### src/rtl/pwm_duty_meter_pkg.sv
// Shared constants for the PWM pulse generator and its duty meter.
//   FRAME_BITS_DEF   : width of the generator's PWM counter; one frame is
//                      2^FRAME_BITS_DEF sysclk cycles.
//   STUCK_FRAMES_DEF : consecutive all-high / all-low frames that raise a
//                      stuck flag.
//   full_scale()     : high-cycle count of a 100% frame for a given width.
package pwm_duty_meter_pkg;

  localparam int FRAME_BITS_DEF   = 6;
  localparam int FULL_SCALE       = 1 << FRAME_BITS_DEF;
  localparam int STUCK_FRAMES_DEF = 16;

  function automatic int full_scale(input int frame_bits);
    return 1 << frame_bits;
  endfunction

endpackage

### src/rtl/pwm_duty_meter_sync.sv
// Input synchroniser for the (possibly asynchronous) PWM pulse line.
//   clk_i  : sampling clock
//   rst_ni : asynchronous active-low reset, clears every stage to 0
//   d_i    : raw input
//   q_o    : d_i delayed by STAGES clock cycles
// STAGES must be at least 2.
module pulse_sync #(
  parameter int STAGES = 2
) (
  input  logic clk_i,
  input  logic rst_ni,
  input  logic d_i,
  output logic q_o
);

  logic [STAGES-1:0] sync_q;

  always_ff @(posedge clk_i or negedge rst_ni) begin
    if (!rst_ni) begin
      sync_q <= '0;
    end else begin
      sync_q <= {sync_q[STAGES-2:0], d_i};
    end
  end

  assign q_o = sync_q[STAGES-1];

endmodule

### src/rtl/pwm_duty_meter.sv
// PWM duty meter: measures high-cycle count and rising-edge count of the
// synchronised pulse over fixed frames of 2^FRAME_BITS cycles, and flags
// sustained all-high / all-low operation.
//   sysclk     : system clock
//   rst_n      : asynchronous active-low reset
//   pulse_in   : PWM pulse, may be asynchronous
//   enable     : measurement enable (IDLE when 0, MEASURE when 1)
//   duty_out   : high cycles in the last completed frame, 0..2^FRAME_BITS
//   rise_out   : rising edges in the last completed frame
//   duty_valid : one-cycle strobe when duty_out / rise_out update
//   stuck_hi   : last STUCK_FRAMES frames were each 100% high
//   stuck_lo   : last STUCK_FRAMES frames were each 0% high
module pwm_duty_meter
  import pwm_duty_meter_pkg::*;
#(
  parameter int FRAME_BITS   = FRAME_BITS_DEF,
  parameter int SYNC_STAGES  = 2,
  parameter int STUCK_FRAMES = STUCK_FRAMES_DEF
) (
  input  logic                  sysclk,
  input  logic                  rst_n,
  input  logic                  pulse_in,
  input  logic                  enable,
  output logic [FRAME_BITS:0]   duty_out,
  output logic [FRAME_BITS-1:0] rise_out,
  output logic                  duty_valid,
  output logic                  stuck_hi,
  output logic                  stuck_lo
);

  localparam logic [FRAME_BITS:0] FULL_V  = (FRAME_BITS+1)'(full_scale(FRAME_BITS));
  localparam logic [7:0]          STUCK_V = 8'(STUCK_FRAMES);

  logic s;

  pulse_sync #(.STAGES(SYNC_STAGES)) u_sync (
    .clk_i  (sysclk),
    .rst_ni (rst_n),
    .d_i    (pulse_in),
    .q_o    (s)
  );

  logic [FRAME_BITS-1:0] frame_cnt_q, frame_cnt_d;
  logic [FRAME_BITS:0]   high_cnt_q, high_cnt_d;
  logic [FRAME_BITS-1:0] rise_cnt_q, rise_cnt_d;
  logic                  prev_q, prev_d;
  logic [7:0]            run_hi_q, run_hi_d;
  logic [7:0]            run_lo_q, run_lo_d;
  logic [FRAME_BITS:0]   duty_q, duty_d;
  logic [FRAME_BITS-1:0] rise_q, rise_d;
  logic                  valid_q, valid_d;
  logic                  stuck_hi_q, stuck_hi_d;
  logic                  stuck_lo_q, stuck_lo_d;

  logic                  rising;
  logic [FRAME_BITS:0]   duty_frame;
  logic [FRAME_BITS-1:0] rise_frame;

  assign rising     = s & ~prev_q;
  // Totals include the current (last) sample so nothing is lost when the
  // accumulators restart on the same edge.
  assign duty_frame = high_cnt_q + (FRAME_BITS+1)'(s);
  assign rise_frame = rise_cnt_q + FRAME_BITS'(rising);

  always_comb begin
    frame_cnt_d = frame_cnt_q;
    high_cnt_d  = high_cnt_q;
    rise_cnt_d  = rise_cnt_q;
    run_hi_d    = run_hi_q;
    run_lo_d    = run_lo_q;
    duty_d      = duty_q;
    rise_d      = rise_q;
    valid_d     = 1'b0;
    stuck_hi_d  = stuck_hi_q;
    stuck_lo_d  = stuck_lo_q;
    // prev_sample tracks s even while idle so the first sample after enable
    // is compared against the real previous level.
    prev_d      = s;

    if (!enable) begin
      frame_cnt_d = '0;
      high_cnt_d  = '0;
      rise_cnt_d  = '0;
      run_hi_d    = '0;
      run_lo_d    = '0;
    end else begin
      frame_cnt_d = frame_cnt_q + 1'b1;
      if (frame_cnt_q == '1) begin
        duty_d     = duty_frame;
        rise_d     = rise_frame;
        valid_d    = 1'b1;
        high_cnt_d = '0;
        rise_cnt_d = '0;
        if (duty_frame == FULL_V) begin
          run_lo_d = '0;
          run_hi_d = (run_hi_q == STUCK_V) ? run_hi_q : run_hi_q + 8'd1;
        end else if (duty_frame == '0) begin
          run_hi_d = '0;
          run_lo_d = (run_lo_q == STUCK_V) ? run_lo_q : run_lo_q + 8'd1;
        end else begin
          run_hi_d = '0;
          run_lo_d = '0;
        end
        stuck_hi_d = (run_hi_d == STUCK_V);
        stuck_lo_d = (run_lo_d == STUCK_V);
      end else begin
        high_cnt_d = duty_frame;
        rise_cnt_d = rise_frame;
      end
    end
  end

  always_ff @(posedge sysclk or negedge rst_n) begin
    if (!rst_n) begin
      frame_cnt_q <= '0;
      high_cnt_q  <= '0;
      rise_cnt_q  <= '0;
      prev_q      <= 1'b0;
      run_hi_q    <= '0;
      run_lo_q    <= '0;
      duty_q      <= '0;
      rise_q      <= '0;
      valid_q     <= 1'b0;
      stuck_hi_q  <= 1'b0;
      stuck_lo_q  <= 1'b0;
    end else begin
      frame_cnt_q <= frame_cnt_d;
      high_cnt_q  <= high_cnt_d;
      rise_cnt_q  <= rise_cnt_d;
      prev_q      <= prev_d;
      run_hi_q    <= run_hi_d;
      run_lo_q    <= run_lo_d;
      duty_q      <= duty_d;
      rise_q      <= rise_d;
      valid_q     <= valid_d;
      stuck_hi_q  <= stuck_hi_d;
      stuck_lo_q  <= stuck_lo_d;
    end
  end

  assign duty_out   = duty_q;
  assign rise_out   = rise_q;
  assign duty_valid = valid_q;
  assign stuck_hi   = stuck_hi_q;
  assign stuck_lo   = stuck_lo_q;

endmodule

### config.mk
export PLATFORM = sky130hd
export DESIGN_NAME = pwm_duty_meter
export DESIGN_NICKNAME = d
export VERILOG_FILES = /design/src/rtl/pwm_duty_meter_pkg.sv /design/src/rtl/pwm_duty_meter_sync.sv /design/src/rtl/pwm_duty_meter.sv
export SDC_FILE = /design/constraint.sdc
export NUM_CORES = 1
export LEC_CHECK = 0
export BUFFER_PORTS_ARGS = -buffer_cell sky130_fd_sc_hd__buf_4
export CORE_MARGIN = 4
export CORE_UTILIZATION = 55
export CTS_CLUSTER_SIZE = 8
export DETAILED_ROUTE_END_ITERATION = 16
export PLACE_DENSITY = 0.76
export SLEW_MARGIN = 20
export SYNTH_ARGS = -nofsm -noshare
export SYNTH_HDL_FRONTEND = slang
export SYNTH_SLANG_ARGS = --single-unit
### constraint.sdc
create_clock -name sysclk -period 5.4 [get_ports sysclk]
set_input_delay 0.81 -clock sysclk [delete_from_list [all_inputs] [get_ports sysclk]]
set_output_delay 0.81 -clock sysclk [all_outputs]
set_load 0.02 [all_outputs]
Word-level counts from Yosys, hierarchy flattened

Index checks and enable logic that the tools add are counted.

Memory bits (writable): 0
Memory bits (read-only): 0
Word-level logic and storage cells: 48
Output and inout port bits: 16
Memories kept: 0
Latch bits: 0
Register bits after elaboration: 54

Div/mod/pow operators: 0
Shift operators: 0
Add/sub/neg operators: 5
Order comparisons: 0
Reduce and logical (&&, ||, !) cells: 2
Multiply operators: 0
Bitwise gates (word level): 2
Equal/unequal tests: 7
Multiplexer cells: 20

Operator list:

| operator                                                                 | number |
|---|---|
| 8-bit two-way mux                                                        | 13 |
| 8-bit by 5-bit == test with 1-bit output (second input constant)         | 4 |
| 6-bit two-way mux                                                        | 3 |
| 8-bit by 1-bit adder with 8-bit output (second input constant)           | 2 |
| 7-bit two-way mux                                                        | 2 |
| 7-bit by 1-bit adder with 7-bit output                                   | 1 |
| 7-bit == test (second input constant)                                    | 1 |
| 7-bit zero test                                                          | 1 |
| 6-bit by 1-bit adder with 6-bit output                                   | 1 |
| 6-bit by 1-bit adder with 6-bit output (second input constant)           | 1 |
| 6-bit == test (second input constant)                                    | 1 |
| 1-bit two-way mux                                                        | 2 |
| 2-bit by 1-bit inequality test with 1-bit output (second input constant) | 1 |
| 2-bit AND reduction                                                      | 1 |
| 1-bit bitwise AND                                                        | 1 |
| 1-bit NOT                                                                | 1 |

Logic depth before layout (Yosys ltp)

Depth in word-level cells: 8
Mapped depth: 8

Hierarchy

From an unflattened synthesis, not the netlist that was laid out.

Cell total of the unflattened synthesis: 270
Area total of the unflattened synthesis: 2637.5 um2

Modules (own cells, without submodules):

| module         | area each (um2) | times used | cells each | seq. area each (um2) |
|---|---|---|---|---|
| pwm_duty_meter | 2587.5          | 1          | 268        | 1301.2 |
| pulse_sync     | 50.0            | 1          | 2          | 50.0 |

Worst setup path before layout

No wires, ideal clock.

Kind: register -> register
Start point: register u_sync.sync_q[1]
End point: register run_hi_q[2]
Path slack: 3.319 ns
Arrival: 2.015 ns
Stages on the path, launching flop included: 8
Data required time: 5.334 ns
Clock period less this slack: 2.081 ns
Path through: dfrtp_1 ha_1 ha_1 or3_1 a311oi_2 nand3_1 o31ai_1 a22o_1

Longest elaborated chain between the ends: 7

Ends and longest elaborated chain:

| what                                   | line                      | source |
|---|---|---|
| from (decl)                            | pwm_duty_meter_sync.sv:16 | `logic [STAGES-1:0] sync_q;` |
| from (signal assigned)                 | pwm_duty_meter_sync.sv:22 | `sync_q <= {sync_q[STAGES-2:0], d_i};` |
| 7-bit by 1-bit adder with 7-bit output | pwm_duty_meter.sv:62      | `assign duty_frame = high_cnt_q + (FRAME_BITS+1)'(s);` |
| 7-bit == test                          | pwm_duty_meter.sv:94      | `if (duty_frame == FULL_V) begin` |
| 8-bit two-way mux                      | pwm_duty_meter.sv:94      |  |
| 8-bit two-way mux                      | pwm_duty_meter.sv:88      | `if (frame_cnt_q == '1) begin` |
| 8-bit two-way mux                      | pwm_duty_meter.sv:80      | `if (!enable) begin` |
| 8-bit two-way mux                      | pwm_duty_meter.sv:88      |  |
| 8-bit two-way mux                      | pwm_duty_meter.sv:80      |  |
| to (signal assigned)                   | pwm_duty_meter.sv:131     | `run_hi_q <= run_hi_d;` |
| to (decl)                              | pwm_duty_meter.sv:47      | `logic [7:0] run_hi_q, run_hi_d;` |

Every way passes these cells. The select of a mux whose other input is x is not followed.
A chain may end at the register's enable or synchronous reset.

Final worst setup path

Start point: register u_sync.sync_q[1]
End point: register stuck_hi_q (netlist: stuck_hi)

Longest elaborated chain between the ends: 6

Ends and longest elaborated chain:

| what                                     | line                  | source |
|---|---|---|
| 7-bit by 1-bit adder with 7-bit output   | pwm_duty_meter.sv:62  |  |
| 7-bit == test                            | pwm_duty_meter.sv:94  |  |
| 8-bit two-way mux                        | pwm_duty_meter.sv:94  |  |
| 8-bit two-way mux                        | pwm_duty_meter.sv:88  |  |
| 8-bit two-way mux                        | pwm_duty_meter.sv:80  |  |
| 8-bit by 5-bit == test with 1-bit output | pwm_duty_meter.sv:104 | `stuck_hi_d = (run_hi_d == STUCK_V);` |
| to (signal assigned)                     | pwm_duty_meter.sv:136 | `stuck_hi_q <= stuck_hi_d;` |
| to (decl)                                | pwm_duty_meter.sv:52  | `logic stuck_hi_q, stuck_hi_d;` |

Every way passes these cells. The select of a mux whose other input is x is not followed.

==> flow_metrics.tcl <==
set metrics [dict create \
    design_area_sq_mm 0.00307 \
    drt_iter0_drc 108 \
    p_per_area_mw_per_mm2 238 \
    n_antenna_cell 0 \
    synth_top_area_cell "dfrtp_1" \
    post_dp_cell_area_sq_mm 0.00295 \
    die_h_um 79.0 \
    grt_overflow_total 0 \
    ys_async_sr_fraction 1.00 \
    final.setup.tns_ps 0 \
    cp-start-kind "flip-flop" \
    cts_tree "done" \
    post-route-min-period_ps 2770 \
    via_per_inst 5.69 \
    synth_area_sq_mm 0.00277 \
    seq_area_frac_synth 0.488 \
    tightest_slew_ps 845 \
    post_synth.cell_area_avg_sq_um 9.65 \
    vdd_drop_max_v 0.000163 \
    p_seq_frac 0.566 \
    htreeDepth 2 \
    p_leak_nw 1.37 \
    wl_met1_um 2490 \
    layout.nets 316 \
    yosysWarnings 0 \
    rsz0062_at_grt "no" \
    clock_latency_ps 310 \
    core_sq_mm 0.00479 \
    path_common_cell "ha_1" \
    first_global_vias 2055 \
    fillCellCount 415 \
    slew_headroom 0.437 \
    ant_nets 0 \
    dp_hpwl_um 3680 \
    synth_top_cell_area_share 0.488 \
    grt_max_degree 55 \
    cp.required_ps 5650 \
    total_power_w 0.000729 \
    status "finished clean" \
    rrSetupSlack_ps 2630 \
    via_count 2111 \
    drc_errors 0 \
    ios 20 \
    synth-edff-count 0 \
    pwr-share-clk 0.386 \
    slowest_stage "a311oi_2" \
    worstPathMaxFanout 13 \
    synth.area.top_cells "dfrtp_1 49%, nand2_1 5.7%, ha_1 4.1%" \
    synth_nets 300 \
    worstSetupEndpointType "flip-flop" \
    cts.path.max_buffers 2 \
    routabilityCongestion 0.825 \
    wl_met3_um 179 \
    grt_antenna_before_repair 0 \
    p_sw_w 0.000167 \
    wl_per_cell_um 13.9 \
    area_delta_synth_final_pct 10.8 \
    worstPathArrival_ps 3020 \
    wl_met2_um 2440 \
    cts_resized 0 \
    cts_root_buf "clkbuf_8" \
    p_comb_frac 0.049 \
    ctsHoldBuffers 0 \
    cts_setup_buffers 0 \
    finalHoldViolCount 0 \
    timing.final.crit_share 0.513 \
    initial_utilization 0.579 \
    cts_buffers 5 \
    cp_cell_sequence "ha_1 -> ha_1 -> or3_1 -> a311oi_2 -> nand3_1 -> nor2_1 -> a32o_1" \
    max_freq_ghz 0.361 \
    syn_inst 287 \
    crit_family "compound AO/OA/AOI/OAI gates" \
    finalMaxSlewViolations 0 \
    dieArea_sq_mm 0.00623 \
    path_buf_inv 0 \
    drv_cap 0 \
    grt_pass1_wl_um 9290 \
    cts.clk_slew.worst_paths_ps 100 \
    first_pass_iters 4 \
    path_class "flip-flop to flip-flop" \
    drt-total-wl_um 5160 \
    intPower_w 0.000562 \
    final-setup-viol-count 0 \
    synthFlopType "dfrtp_1" \
    drive_gt1_frac 0.118 \
    critical-path-max-stage-delay_ps 770 \
    synth_seq_cells 54 \
    clock_sinks 54 \
    rows 25 \
    fin_worst_skew_ps 5.34 \
    routed.top_layer "met4" \
    p_sw_frac 0.229 \
    hold_path_class "flip-flop to flip-flop" \
    io_buffers 19 \
    die_x_um 79.0 \
    grt_use_total 0.186 \
    ys_types 52 \
]
==> through the flow <==
| stage | hold slack (ps) | instances | setup WS [ps] | util |
|---|---|---|---|---|
| floorplan | 331 | 287 | 3320 | - |
| global placement | 358 | 363 | 2750 | 0.616 |
| detailed placement | 336 | 363 | 2670 | 0.616 |
| CTS | 361 | 371 | 2650 | 0.641 |
| global route | 378 | 371 | 2430 | 0.641 |
| finish | 361 | 371 | 2630 | 0.641 |
==> sequential cells by signal (all words and copies together), names as in the netlist <==
register and flops:
run_lo_q 8, frame_cnt_q 6, rise_cnt_q 6, high_cnt_q 7, run_hi_q 8, duty_valid 1, stuck_lo 1, duty_out 7
u_sync.sync_q 2, rise_out 6, prev_q 1, stuck_hi 1
==> kinds of logic after synthesis <==
kind of cell	Yosys count	synth area share
AND/OR/NAND/NOR	138	0.257
flip-flops	54	0.488
AO/OA/AOI/OAI	45	0.118
buffers and inverters	22	0.0343
XOR/XNOR	16	0.0506
adder cells (fa/ha/maj)	9	0.0407
multiplexers	3	0.0108
==> cells in the final DEF, fill, tap and decap left out, drive strengths merged, types with 2 or more instances in the layout <==
master and n:
nor3b 2, nor3 7, nand4 6, and4 3, o211ai 4, dfrtp 54
nand2 42, nand2b 3, and3 4, o22ai 2, xnor2 10, a31oi 4
and2 13, nor2b 4, clkbuf 5, o31ai 2, a41oi 2, nor4 4
a22o 4, or3 5, mux2i 3, nand3 15, inv 11, xor2 6
buf 20, or2 3, ha 9, o21ai 15, nor2 23
==> layout make-up <==
class / count / area [sq um] / area share
flip-flops and latches: 54 / 1350 / 0.441
multi-input cells: 211 / 1320 / 0.431
repair buffers: 20 / 150 / 0.0490
well taps: 67 / 83.8 / 0.0273
clock buffers: 5 / 68.8 / 0.0224
clock inverters: 3 / 48.8 / 0.0159
inverters: 11 / 41.3 / 0.0135
==> synthesized netlist by cell type, types with 2 or more instances <==
library cell and n:
a22o_1 4, a31oi_1 4, a41oi_1 2, and2_1 13, and3_1 4, and4_1 2, clkbuf_1 8, dfrtp_1 54
ha_1 9, inv_1 10, mux2i_1 3, nand2_1 42, nand2b_1 3, nand3_1 15, nand4_1 5, nor2_1 22
nor2b_1 4, nor3_1 7, nor4_1 4, o211ai_1 4, o21ai_0 15, o22ai_1 2, o31ai_1 2, or2_2 3
or3_1 5, xnor2_1 10, xor2_1 6
==> path summary, 6_finish.rpt <==
| path | start | depth (start not counted) | endpoint |
|---|---|---|---|
| max in group asynchronous | rst_n | 1 | run_lo_q[0] |
| min in group asynchronous | rst_n | 1 | frame_cnt_q[0] |
| worst max register to register | u_sync.sync_q[1] | 7 | stuck_hi |
| worst min-delay path | u_sync.sync_q[0] | 0 | u_sync.sync_q[1] |
| worst max-delay path | u_sync.sync_q[1] | 7 | stuck_hi |
| worst min register to register | u_sync.sync_q[0] | 0 | u_sync.sync_q[1] |
==> metal layers <==
metal  GRT usage  vias to the layer above
li1            -                     1047
met1       0.249                     1029
met2       0.297                       29
met3      0.0306                        6
met4      0.0893                        0
met5           0                        -
==> power by group through the flow <==
| stage | Sequential [W] | Combinational (W) | Clock, W |
|---|---|---|---|
| 2_1_floorplan | 0.000420 | 0.0000221 | 0 |
| 3_3_place_gp | 0.000420 | 0.0000354 | 0 |
| 3_5_place_dp | 0.000421 | 0.0000359 | 0 |
| 4_1_cts | 0.000413 | 0.0000362 | 0.000287 |
| 5_1_grt | 0.000413 | 0.0000405 | 0.000306 |
| 6_report | 0.000412 | 0.0000354 | 0.000281 |
(Power assumes the default switching activity.)
